===== config.mk =====
export PLATFORM = sky130hd
export DESIGN_NAME = avs_rom_reader
export DESIGN_NICKNAME = d
export VERILOG_FILES = /design/src/rtl/avs_rom_reader.sv
export SDC_FILE = /design/constraint.sdc
export NUM_CORES = 1
export LEC_CHECK = 0
export CAP_MARGIN = 15
export CORE_MARGIN = 8
export CORE_UTILIZATION = 55
export CTS_CLUSTER_SIZE = 10
export DETAILED_ROUTE_END_ITERATION = 12
export DONT_BUFFER_PORTS = 1
export PLACE_DENSITY_LB_ADDON = 0.05
export SYNTH_ARGS = -nofsm -noshare
export SYNTH_HDL_FRONTEND = slang
export SYNTH_SLANG_ARGS = --single-unit
export TNS_END_PERCENT = 50

===== constraint.sdc =====
create_clock -name clk -period 3.2 [get_ports clk]
set_clock_uncertainty 0.05 [all_clocks]
set_input_delay 0.64 -clock clk [delete_from_list [all_inputs] [get_ports clk]]
set_output_delay 0.64 -clock clk [all_outputs]
set_load 0.05 [all_outputs]

===== src/rtl/avs_rom_reader.sv =====
// Avalon-MM read slave that fronts a synchronous ROM: queued commands, fixed wait-state latency, SLVERR on out-of-range beats.
// Optional multi-beat bursts are enabled by defining AVS_BURST_EN (adds the burstcount port and beat counter).
module avs_rom_reader #(
  parameter int DATA_W   = 64,
  parameter int ADDR_W   = 5,
  parameter int DEPTH    = 32,
  parameter int LATENCY  = 10,
  parameter int MAX_PEND = 4,
  parameter int BURST_W  = 4
) (
  input  logic              clk,
  input  logic              reset_n,
  input  logic [ADDR_W-1:0] address,
  input  logic              read,
`ifdef AVS_BURST_EN
  input  logic [BURST_W-1:0] burstcount,
`endif
  output logic              waitrequest,
  output logic [DATA_W-1:0] readdata,
  output logic              readdatavalid,
  output logic [1:0]        response,
  output logic [ADDR_W-1:0] rom_addr,
  input  logic [DATA_W-1:0] rom_q
);

  localparam int PTR_W = $clog2(MAX_PEND);
  localparam int CNT_W = PTR_W + 1;
  localparam int LAT_W = $clog2(LATENCY + 1);
`ifdef AVS_BURST_EN
  localparam int ENTRY_W = ADDR_W + BURST_W;
`else
  localparam int ENTRY_W = ADDR_W;
`endif

  typedef enum logic [1:0] {
    IDLE   = 2'd0,
    WAIT   = 2'd1,
    STREAM = 2'd2
  } state_t;

  state_t             state, next_state;
  logic [ENTRY_W-1:0] q_mem [MAX_PEND];
  logic [PTR_W-1:0]   wr_ptr, rd_ptr;
  logic [CNT_W-1:0]   count, count_next;
  logic               full;
  logic               push, pop, last_beat, oor;
  logic [ENTRY_W-1:0] entry_in, head;
  logic [ADDR_W-1:0]  head_addr, cmd_addr;
  logic [LAT_W-1:0]   wait_cnt;
  logic               p1_valid, p1_oor;
`ifdef AVS_BURST_EN
  logic [BURST_W-1:0] head_beats, beats;

  // A zero burstcount is treated as a single beat.
  assign entry_in  = {address, (burstcount == {BURST_W{1'b0}}) ? BURST_W'(1) : burstcount};
  assign head_addr = head[ENTRY_W-1:BURST_W];
  assign head_beats = head[BURST_W-1:0];
  assign last_beat = (beats == BURST_W'(1));
`else
  assign entry_in  = address;
  assign head_addr = head;
  assign last_beat = 1'b1;
`endif

  assign push        = read & ~full;
  assign head        = q_mem[rd_ptr];
  assign waitrequest = full;
  assign oor         = ({1'b0, rom_addr} >= (ADDR_W + 1)'(DEPTH));

  always_comb begin
    count_next = count;
    case ({push, pop})
      2'b10:   count_next = count + CNT_W'(1);
      2'b01:   count_next = count - CNT_W'(1);
      default: count_next = count;
    endcase
  end

  always_ff @(posedge clk) begin
    if (push) begin
      q_mem[wr_ptr] <= entry_in;
    end
  end

  always_ff @(posedge clk or negedge reset_n) begin
    if (!reset_n) begin
      wr_ptr <= '0;
      rd_ptr <= '0;
      count  <= '0;
      full   <= 1'b0;
    end else begin
      if (push) wr_ptr <= wr_ptr + PTR_W'(1);
      if (pop)  rd_ptr <= rd_ptr + PTR_W'(1);
      count <= count_next;
      full  <= (count_next == CNT_W'(MAX_PEND));
    end
  end

  always_ff @(posedge clk or negedge reset_n) begin
    if (!reset_n) state <= IDLE;
    else          state <= next_state;
  end

  always_comb begin
    next_state = state;
    pop        = 1'b0;
    case (state)
      IDLE: begin
        if (count != {CNT_W{1'b0}}) begin
          pop        = 1'b1;
          next_state = WAIT;
        end else begin
          next_state = IDLE;
        end
      end
      WAIT: begin
        if (wait_cnt == LAT_W'(LATENCY - 1)) next_state = STREAM;
        else                                 next_state = WAIT;
      end
      STREAM: begin
        if (last_beat) next_state = IDLE;
        else           next_state = STREAM;
      end
      default: next_state = IDLE;
    endcase
  end

  // rom_addr is loaded on the last WAIT edge so the ROM samples the first beat during the first STREAM cycle.
  always_ff @(posedge clk or negedge reset_n) begin
    if (!reset_n) begin
      wait_cnt <= '0;
      cmd_addr <= '0;
      rom_addr <= '0;
      p1_valid <= 1'b0;
      p1_oor   <= 1'b0;
`ifdef AVS_BURST_EN
      beats    <= '0;
`endif
    end else begin
      p1_valid <= (state == STREAM);
      p1_oor   <= oor;
      case (state)
        IDLE: begin
          if (pop) begin
            cmd_addr <= head_addr;
            wait_cnt <= '0;
`ifdef AVS_BURST_EN
            beats    <= head_beats;
`endif
          end
        end
        WAIT: begin
          wait_cnt <= wait_cnt + LAT_W'(1);
          if (next_state == STREAM) rom_addr <= cmd_addr;
        end
        STREAM: begin
          if (!last_beat) begin
            rom_addr <= rom_addr + ADDR_W'(1);
`ifdef AVS_BURST_EN
            beats    <= beats - BURST_W'(1);
`endif
          end
        end
        default: wait_cnt <= '0;
      endcase
    end
  end

  always_ff @(posedge clk or negedge reset_n) begin
    if (!reset_n) begin
      readdatavalid <= 1'b0;
      readdata      <= '0;
      response      <= 2'b00;
    end else begin
      readdatavalid <= p1_valid;
      if (p1_valid) begin
        readdata <= p1_oor ? {DATA_W{1'b0}} : rom_q;
        response <= p1_oor ? 2'b10 : 2'b00;
      end
    end
  end

endmodule


==> flow_summary.json, run 1 <==
{
  "postLayoutSetupSlackWorst_ns": 0.5794,
  "clock_latency_ns": 0.35,
  "grt_start_max_net_pins": 91,
  "syn2layout_area_growth_pct": 6.546,
  "power_density_nw_per_um2": 982.2,
  "grt_use_total_pct": 14.13,
  "path_class": "reg2reg",
  "status": "complete, no violations",
  "cap_violations": 0,
  "synthCells": 251,
  "worstMarginPinSlew_ns": 0.8181,
  "finalCritPeriodShare_pct": 81.89,
  "clock-sinks": 110,
  "cts.root.buffer_cell": "clkbuf_8",
  "yosysWarnings": 0,
  "gr-total-overflow": 0,
  "fp.coreArea_um2": 7647,
  "gp_congestion": 0.6862,
  "wl_per_cell_um": 21.06,
  "cts_max_level": 3,
  "cts_tree": "yes",
  "ys_types": 36,
  "holdWs_ns": 0.1134,
  "drc": 0,
  "dieArea_um2": 10860,
  "io_pins": 145,
  "syn-cell-area_um2": 4282,
  "firstDrtPassIters": 4,
  "num_vias": 1955,
  "post_cts_buffers": 0,
  "cts_buffer_depth": 2,
  "yosysSeqAreaShare_pct": 66.63,
  "drt-total-wl_um": 7562,
  "clkSlewWorstSetupHoldPaths_ns": 0.10,
  "syn_avg_cell_area_um2": 17.06,
  "hpwl_um": 5514,
  "drive_above_1_share_pct": 39.30,
  "crit_arrival_ns": 2.83,
  "tns_ns": 0,
  "final-setup-viol-count": 0,
  "antenna_found_initial": 0,
  "power.leakage_nw": 2.090,
  "grt_pass1_vias": 2091,
  "startpoint_type": "flop",
  "ant_nets": 0,
  "nFillCells": 566,
  "max_freq_mhz": 381.6,
  "slew_headroom_pct": 45.46,
  "drt-initial-drc-count": 75,
  "regArea_um2": 2854,
  "die_w_um": 104.2,
  "start_util_pct": 55.99,
  "synth_seq_cells": 110,
  "crit_path_max_fanout": 8,
  "multi_input_area_um2": 1330,
  "io_buffers": 0,
  "tritoncts.num_buffers": 9,
  "grt_pass1_wl_um": 12150,
  "rsz0062_at_grt": "no",
  "dpl_worst_slack_ns": 0.5970,
  "critPathRequiredTime_ns": 3.41,
  "post-route-util_pct": 59.65,
  "peakVddDrop_uv": 486.4,
  "die_h_um": 104.2,
  "layout_min_cycle_time_ns": 2.621,
  "row_count": 32,
  "hold_class": "in2async",
  "hold_viol_final": 0,
  "crit_path_end_kind": "flop",
  "avgViaCountPerCell": 5.446,
  "drv_slew": 0,
  "num_antenna_cells": 0,
  "final_nets": 332
}
==> power by group <==
| part | switching (W) | internal (W) |
|---|---|---|
| Clock | 0.000455 | 0.000334 |
| Sequential | 0.00113 | 0.00180 |
| Combinational | 0.000298 | 0.000462 |
| Total | 0.00188 | 0.00260 |
==> worst max-delay path: stages (launching register included) <==
cell and delay, ns:
dfrtp_1 0.57, nor2b_1 0.44, inv_1 0.09, ha_1 0.25, fa_1 0.39, xnor2_1 0.15, or3_1 0.33, a211oi_1 0.26
==> cell type report <==
type | count | share of cell area (%)
Sequential cell | 110 | 62.56
Clock buffer | 11 | 3.319
Clock inverter | 5 | 0.9051
Timing Repair Buffer | 2 | 0.7680
Multi-Input combinational cell | 123 | 29.16
Inverter | 6 | 0.4937
Tap cell | 102 | 2.798
==> repair_timing <==
action / 4_1_cts / 5_1_grt
endpoints found under the setup margin: 0 / 0
hold buffers: 1 / 0
gates resized for setup: 0 / 0
hold endpoints to repair: 90 / 0
==> sequential cells by signal (all words and copies together), names as in the netlist <==
signal	flops
cmd_addr	5
wr_ptr	2
p1_valid	1
q_mem	20
waitrequest	1
readdatavalid	1
rom_addr	5
rd_ptr	2
wait_cnt	4
count	3
state	2
readdata	64
==> worst paths after layout <==
path                              from           end  slack, ns  cells after the start
setup reg to reg           waitrequest   waitrequest       0.58                      7
min in group clk            address[1]   q_mem[0][1]       0.32                      0
hold / removal                 reset_n  readdata[55]       0.11                      1
setup / recovery           waitrequest   waitrequest       0.58                      7
max in group asynchronous      reset_n      p1_valid       2.59                      1
hold reg to reg            cmd_addr[4]   rom_addr[4]       0.46                      1
==> per-stage QoR <==
stage | std cells | area [µm²] | power (W)
after floorplan | 252 | 4285 | 0.003537
after global placement | 342 | 4342 | 0.003695
after detailed placement | 342 | 4342 | 0.003730
after CTS | 359 | 4562 | 0.004550
after global routing | 359 | 4562 | 0.004726
final | 359 | 4562 | 0.004481
==> synth_stat cells (all sizes together) <==
library cell  number  share of area, %
and2               4              0.58
mux4               5               2.6
o22ai              2              0.29
or3                1              0.15
a21oi              1              0.12
nor3               2              0.61
a211oi             1              0.18
clkbuf             1             0.088
nand3              1              0.12
a31oi              1              0.15
xor2               2              0.41
conb               1             0.088
nand2              2              0.18
dfrtp             90                53
o21a               1              0.18
fa                 1              0.47
inv                6              0.53
ha                 7               2.0
nor2b              2              0.29
xnor2              4              0.82
o21ai              2              0.23
nor4b              1              0.20
and3b              1              0.20
nand2b             1              0.20
edfxtp            20                14
nor2               1             0.088
mux2              75                20
mux2i              1              0.23
o21bai             2              0.35
buf               12               1.8
==> cells by family after synthesis <==
logic type / after synthesis / share of synthesized area, %
other cells: 1 / 0.08758
flops: 110 / 66.63
buf+inv: 19 / 2.396
fa+ha+maj: 8 / 2.513
compound gates: 10 / 1.490
simple gates: 16 / 2.630
xor+xnor: 6 / 1.227
mux: 81 / 23.03
==> cells in the final DEF (no fill, tap or decap), types with 3 or more instances in the layout <==
master     n
mux4_2     5
clkinv_4   3
inv_1      6
mux2_2    69
dfrtp_1   89
xnor2_1    4
and2_1     4
edfxtp_1  20
ha_1       7
mux2_4     5
clkbuf_8  11
==> routing by layer <==
metal / GRT usage, % / routed length, µm / vias to the layer above / part of all wire [%]
met5: 0 / 0 / - / 0
met4: 4.964 / 87 / 0 / 1.2
met3: 6.629 / 718 / 8 / 9.5
met2: 21.86 / 3624 / 92 / 48
met1: 16.95 / 3132 / 963 / 41
li1: - / - / 892 / -
Power figures use the tool's default switching activity.
==> run 2, diff against run 1 <==
==> constraint.sdc (replaced) <==
create_clock -name clk -period 2.25 [get_ports clk]
set_clock_uncertainty 0.05 [all_clocks]
set_input_delay 0.45 -clock clk [delete_from_list [all_inputs] [get_ports clk]]
set_output_delay 0.45 -clock clk [all_outputs]
set_load 0.05 [all_outputs]
==> flow_summary.json, run 2 (synthesized netlist as in run 1, its figures left out) <==
{
  "dieArea_um2": 10860,
  "start_util_pct": 55.99,
  "cpPeakStageDelay_ns": 0.42,
  "final_cells": 368,
  "hold_viol_final": 90,
  "clock-sinks": 110,
  "antenna_found_initial": 0,
  "wl_per_cell_um": 20.07,
  "power_density_nw_per_um2": 1402,
  "cts_tree": "yes",
  "io_pins": 145,
  "num_vias": 2004,
  "hpwl_um": 5466,
  "cp_top_family": "simple AND/OR/NAND/NOR gates",
  "slew_headroom_pct": 65.25,
  "cts_buffer_depth": 2,
  "crit_path_end_kind": "flop",
  "top_register": "readdata",
  "avgViaCountPerCell": 5.446,
  "grt_pass1_vias": 2126,
  "largest_reg_flops": 64,
  "layout_commonest_cell": "dfrtp_1",
  "io_buffers": 0,
  "status": "complete, but fails checks",
  "cts.root.buffer_cell": "clkbuf_8",
  "slowest_stage": "dfrtp_1",
  "grt_use_total_pct": 14.10,
  "syn2layout_area_growth_pct": 8.621,
  "dp_cells": 352,
  "peakVddDrop_uv": 628.7,
  "drive_above_1_share_pct": 41.35,
  "gr-total-overflow": 0,
  "max_freq_mhz": 461.6,
  "row_count": 32,
  "firstDrtPassIters": 3,
  "final_nets": 341,
  "drc": 0,
  "tritoncts.num_buffers": 9,
  "finalCritPeriodShare_pct": 96.28,
  "cap_violations": 0,
  "path_buf_inv": 0,
  "grt_pass1_wl_um": 12220,
  "grt_start_max_net_pins": 91,
  "critPathRequiredTime_ns": 2.46,
  "holdWs_ns": -0.2661,
  "post_cts_buffers": 0,
  "crit_arrival_ns": 2.38,
  "clkSlewWorstSetupHoldPaths_ns": 0.09,
  "drt-total-wl_um": 7384,
  "num_antenna_cells": 0,
  "crit_top_cell": "nor3_4",
  "mostFrequentLayoutCells": "dfrtp_1, mux2_2, edfxtp_1",
  "drt-initial-drc-count": 58,
  "fp.coreArea_um2": 7647,
  "die_h_um": 104.2,
  "final-setup-viol-count": 0,
  "clock_latency_ns": 0.35,
  "power.leakage_nw": 2.135,
  "nFillCells": 582,
  "crit_path_max_fanout": 2,
  "drv_slew": 0,
  "reg_top3": "readdata x64, q_mem x20",
  "layout_min_cycle_time_ns": 2.166,
  "cts_max_level": 3,
  "path_class": "reg2reg",
  "gp_congestion": 0.7456,
  "ant_nets": 0,
  "failed_checks": "hold timing",
  "path_cells": "nor3_4, nor3_4, ha_1, fa_1, xnor2_1, or3_1, a211oi_2",
  "worstMarginPinSlew_ns": 0.5213,
  "hold_class": "in2async",
  "die_w_um": 104.2,
  "startpoint_type": "flop"
}
-- run 2: cell type report --
cell class | count | area, µm² | area share (%)
well taps | 102 | 127.6 | 2.744
inverters | 6 | 22.52 | 0.4843
repair buffers | 11 | 95.09 | 2.045
multi-input cells | 123 | 1341 | 28.84
clock buffers | 12 | 156.4 | 3.363
clock inverters | 4 | 52.55 | 1.130
flip-flops and latches | 110 | 2855 | 61.39
-- run 2: path summary, 6_finish.rpt --
| check | startpoint | end | slack, ns | cells after the start |
|---|---|---|---|---|
| setup reg to reg | count[1] | waitrequest | 0.08 | 7 |
| hold reg to reg | cmd_addr[2] | rom_addr[2] | 0.47 | 1 |
| setup / recovery | count[1] | waitrequest | 0.08 | 7 |
| hold / removal | reset_n | readdata[47] | -0.27 | 0 |
| max in group asynchronous | reset_n | rd_ptr[1] | 2.29 | 0 |
| min in group clk | address[2] | q_mem[1][2] | 0.13 | 0 |
-- run 2: report_power, final --
part | leakage [nW] | switching [W] | internal, W
Combinational | 0.662 | 0.000435 | 0.000718
Clock | 0.103 | 0.000633 | 0.000589
Sequential | 1.37 | 0.00158 | 0.00257
-- run 2: routing by layer --
metal / part of all wire (%) / global-route usage (%)
met1: 41 / 17.29
met2: 48 / 21.81
met3: 8.8 / 5.452
met4: 1.5 / 5.895
met5: 0 / 0
-- run 2: timing repair --
item | in CTS | in global routing
setup endpoints to repair | 0 | 1
resized for setup | 0 | 2
hold endpoints to repair | 90 | 90
-- run 2: through the flow --
stage | worst slack [ns] | setup TNS [ns] | utilization (%) | power (W) | area (µm²)
after floorplan | 0.007996 | 0 | - | 0.005031 | 4288
after global placement | 0.06910 | 0 | 57.94 | 0.005327 | 4431
after detailed placement | 0.07013 | 0 | 57.94 | 0.005365 | 4431
after CTS | 0.007716 | 0 | 60.67 | 0.006580 | 4639
after global routing | -0.004064 | -0.004064 | 60.81 | 0.006866 | 4651
final | 0.08363 | 0 | 60.81 | 0.006523 | 4651
==> run 3, diff against run 2 <==
--- a/config.mk
+++ b/config.mk
@@ -6,8 +6,7 @@
 export NUM_CORES = 1
 export LEC_CHECK = 0
 export CAP_MARGIN = 15
-export CORE_MARGIN = 8
-export CORE_UTILIZATION = 55
+export CORE_UTILIZATION = 56
 export CTS_CLUSTER_SIZE = 10
 export DETAILED_ROUTE_END_ITERATION = 12
 export DONT_BUFFER_PORTS = 1
==> flow_summary.json, run 3 (synthesized netlist as in run 1, its figures left out) <==
{
  "regToRegSetupSlack_ns": 0.1,
  "worstMarginPinSlew_ns": 0.5108,
  "firstDrtPassIters": 4,
  "holdWs_ns": -0.2775,
  "tns_ns": 0,
  "grt_pass1_vias": 1955,
  "grt_pass1_wl_um": 9756,
  "gr-usage-met1_pct": 21.84,
  "path_cells": "nor3_4, nor3_4, ha_1, fa_1, xnor2_1, or3_4, a211oi_2",
  "cp.depth": 7,
  "hpwl_um": 4666,
  "final_nets": 340,
  "hold_class": "in2async",
  "r2r_cells": 7,
  "fp.coreArea_um2": 7331,
  "nFillCells": 525,
  "wl_per_cell_um": 18.16,
  "clock-sinks": 110,
  "status": "complete, but fails checks",
  "num_vias": 1975,
  "cts.root.buffer_cell": "clkbuf_8",
  "finalCritPeriodShare_pct": 95.60,
  "cts_max_level": 3,
  "final_cells": 364,
  "critPathRequiredTime_ns": 2.46,
  "slowest_stage": "dfrtp_1",
  "failed_checks": "hold timing",
  "use_met3_pct": 4.432,
  "clkSlewWorstSetupHoldPaths_ns": 0.10,
  "rsz0062_at_grt": "no",
  "drive_above_1_share_pct": 42.26,
  "syn2layout_area_growth_pct": 8.504,
  "path_class": "reg2reg",
  "io_buffers": 0,
  "drv_slew": 0,
  "power.clock.fraction_pct": 18.7,
  "cts_buffer_depth": 2,
  "power.leakage_nw": 2.137,
  "final-setup-viol-count": 0,
  "slew_headroom_pct": 65.95,
  "crit_top_cell": "nor3_4",
  "reg_top3": "readdata x64, q_mem x20",
  "p_seq_share_pct": 63.4,
  "grt_busiest_layer": "met2",
  "gr-total-overflow": 0,
  "r2r-start": "count[2]",
  "row_count": 31,
  "path_buf_inv": 0,
  "peakVddDrop_uv": 612.6,
  "largest_reg_flops": 64,
  "num_antenna_cells": 0,
  "met2_usage_pct": 26.16,
  "pwr-share-comb_pct": 17.9,
  "dieArea_um2": 8000,
  "top_register": "readdata",
  "io_pins": 145,
  "hold_viol_final": 90,
  "cts_tree": "yes",
  "crit_path_start": "count[2]",
  "drt-total-wl_um": 6611,
  "die_h_um": 89.44,
  "max_freq_mhz": 464.9,
  "start_util_pct": 58.41,
  "crit_path_end_kind": "flop",
  "clock_latency_ns": 0.35,
  "mostFrequentLayoutCells": "dfrtp_1, mux2_2, edfxtp_1",
  "p_sw_w": 0.002662,
  "grt_use_total_pct": 16.66,
  "ant_nets": 0,
  "layout_min_cycle_time_ns": 2.151,
  "dp_cells": 347,
  "avgViaCountPerCell": 5.426,
  "antenna_found_initial": 0,
  "power_density_nw_per_um2": 1405,
  "drt-initial-drc-count": 62,
  "layout_commonest_cell": "dfrtp_1",
  "tritoncts.num_buffers": 9,
  "r2r-end": "waitrequest",
  "p_int_w": 0.003865,
  "drc": 0,
  "cp_top_family": "simple AND/OR/NAND/NOR gates",
  "grt_start_max_net_pins": 91,
  "cap_violations": 0,
  "crit_path_max_fanout": 2,
  "startpoint_type": "flop",
  "gp_congestion": 0.6883,
  "cpPeakStageDelay_ns": 0.42,
  "crit_path_end": "waitrequest",
  "sw_frac_of_total_pct": 40.78,
  "crit_arrival_ns": 2.36,
  "die_w_um": 89.44
}
-- run 3: changes by cell type in the layout (fill, tap and decap cells not counted), sizes merged --
cell,delta
clkbuf,-1
buf,-1
clkinvlp,-1
clkinv,+2
-- run 3: power by group through the flow --
stage | clock, W | sequential [W] | combinational [W]
2_1_floorplan | 0 | 0.00404 | 0.000990
3_3_place_gp | 0 | 0.00418 | 0.00110
3_5_place_dp | 0 | 0.00420 | 0.00115
4_1_cts | 0.00125 | 0.00415 | 0.00115
5_1_grt | 0.00133 | 0.00424 | 0.00131
6_report | 0.00122 | 0.00414 | 0.00117
-- run 3: how the worst min path moves through the flow --
| stage | startpoint | end | cells past startpoint | slack (ns) |
|---|---|---|---|---|
| 6_report | reset_n | readdata[13] | 0 | -0.28 |
| 2_1_floorplan | reset_n | cmd_addr[0] | 0 | 0.10 |
| 5_1_grt | reset_n | readdata[13] | 0 | -0.30 |
| 3_5_place_dp | reset_n | readdata[10] | 0 | 0.11 |
| 4_1_cts | reset_n | readdata[10] | 0 | -0.30 |
| 3_3_place_gp | reset_n | readdata[10] | 0 | 0.11 |
-- run 3: cell type report --
| type | count | area (µm²) | share of cell area (%) |
|---|---|---|---|
| Clock buffer | 11 | 145.1 | 3.124 |
| Multi-Input combinational cell | 123 | 1346 | 28.98 |
| Tap cell | 99 | 123.9 | 2.666 |
| Sequential cell | 110 | 2855 | 61.46 |
| Clock inverter | 5 | 65.06 | 1.400 |
| Inverter | 6 | 22.52 | 0.4848 |
| Timing Repair Buffer | 10 | 87.58 | 1.885 |
-- run 3: repair_timing --
action	4_1_cts	5_1_grt
setup endpoints to repair	0	1
setup buffers	0	1
endpoints found under the hold margin	90	90
resized for setup	0	3
-- run 3: through the flow --
stage / utilization (%) / instance area, µm² / power (W) / worst slack, ns
4_1_cts: 63.05 / 4622 / 0.006551 / 0.004725
3_5_place_dp: 60.18 / 4412 / 0.005342 / 0.05461
5_1_grt: 63.37 / 4646 / 0.006880 / 0.0009259
2_1_floorplan: - / 4288 / 0.005031 / 0.007996
3_3_place_gp: 60.18 / 4412 / 0.005279 / 0.09388
6_report: 63.37 / 4646 / 0.006527 / 0.09898
-- run 3: metal layers --
metal | share of wire (%) | up-vias
met4 | 1.6 | 0
met2 | 47 | 84
li1 | - | 904
met5 | 0 | -
met1 | 43 | 978
met3 | 7.6 | 9
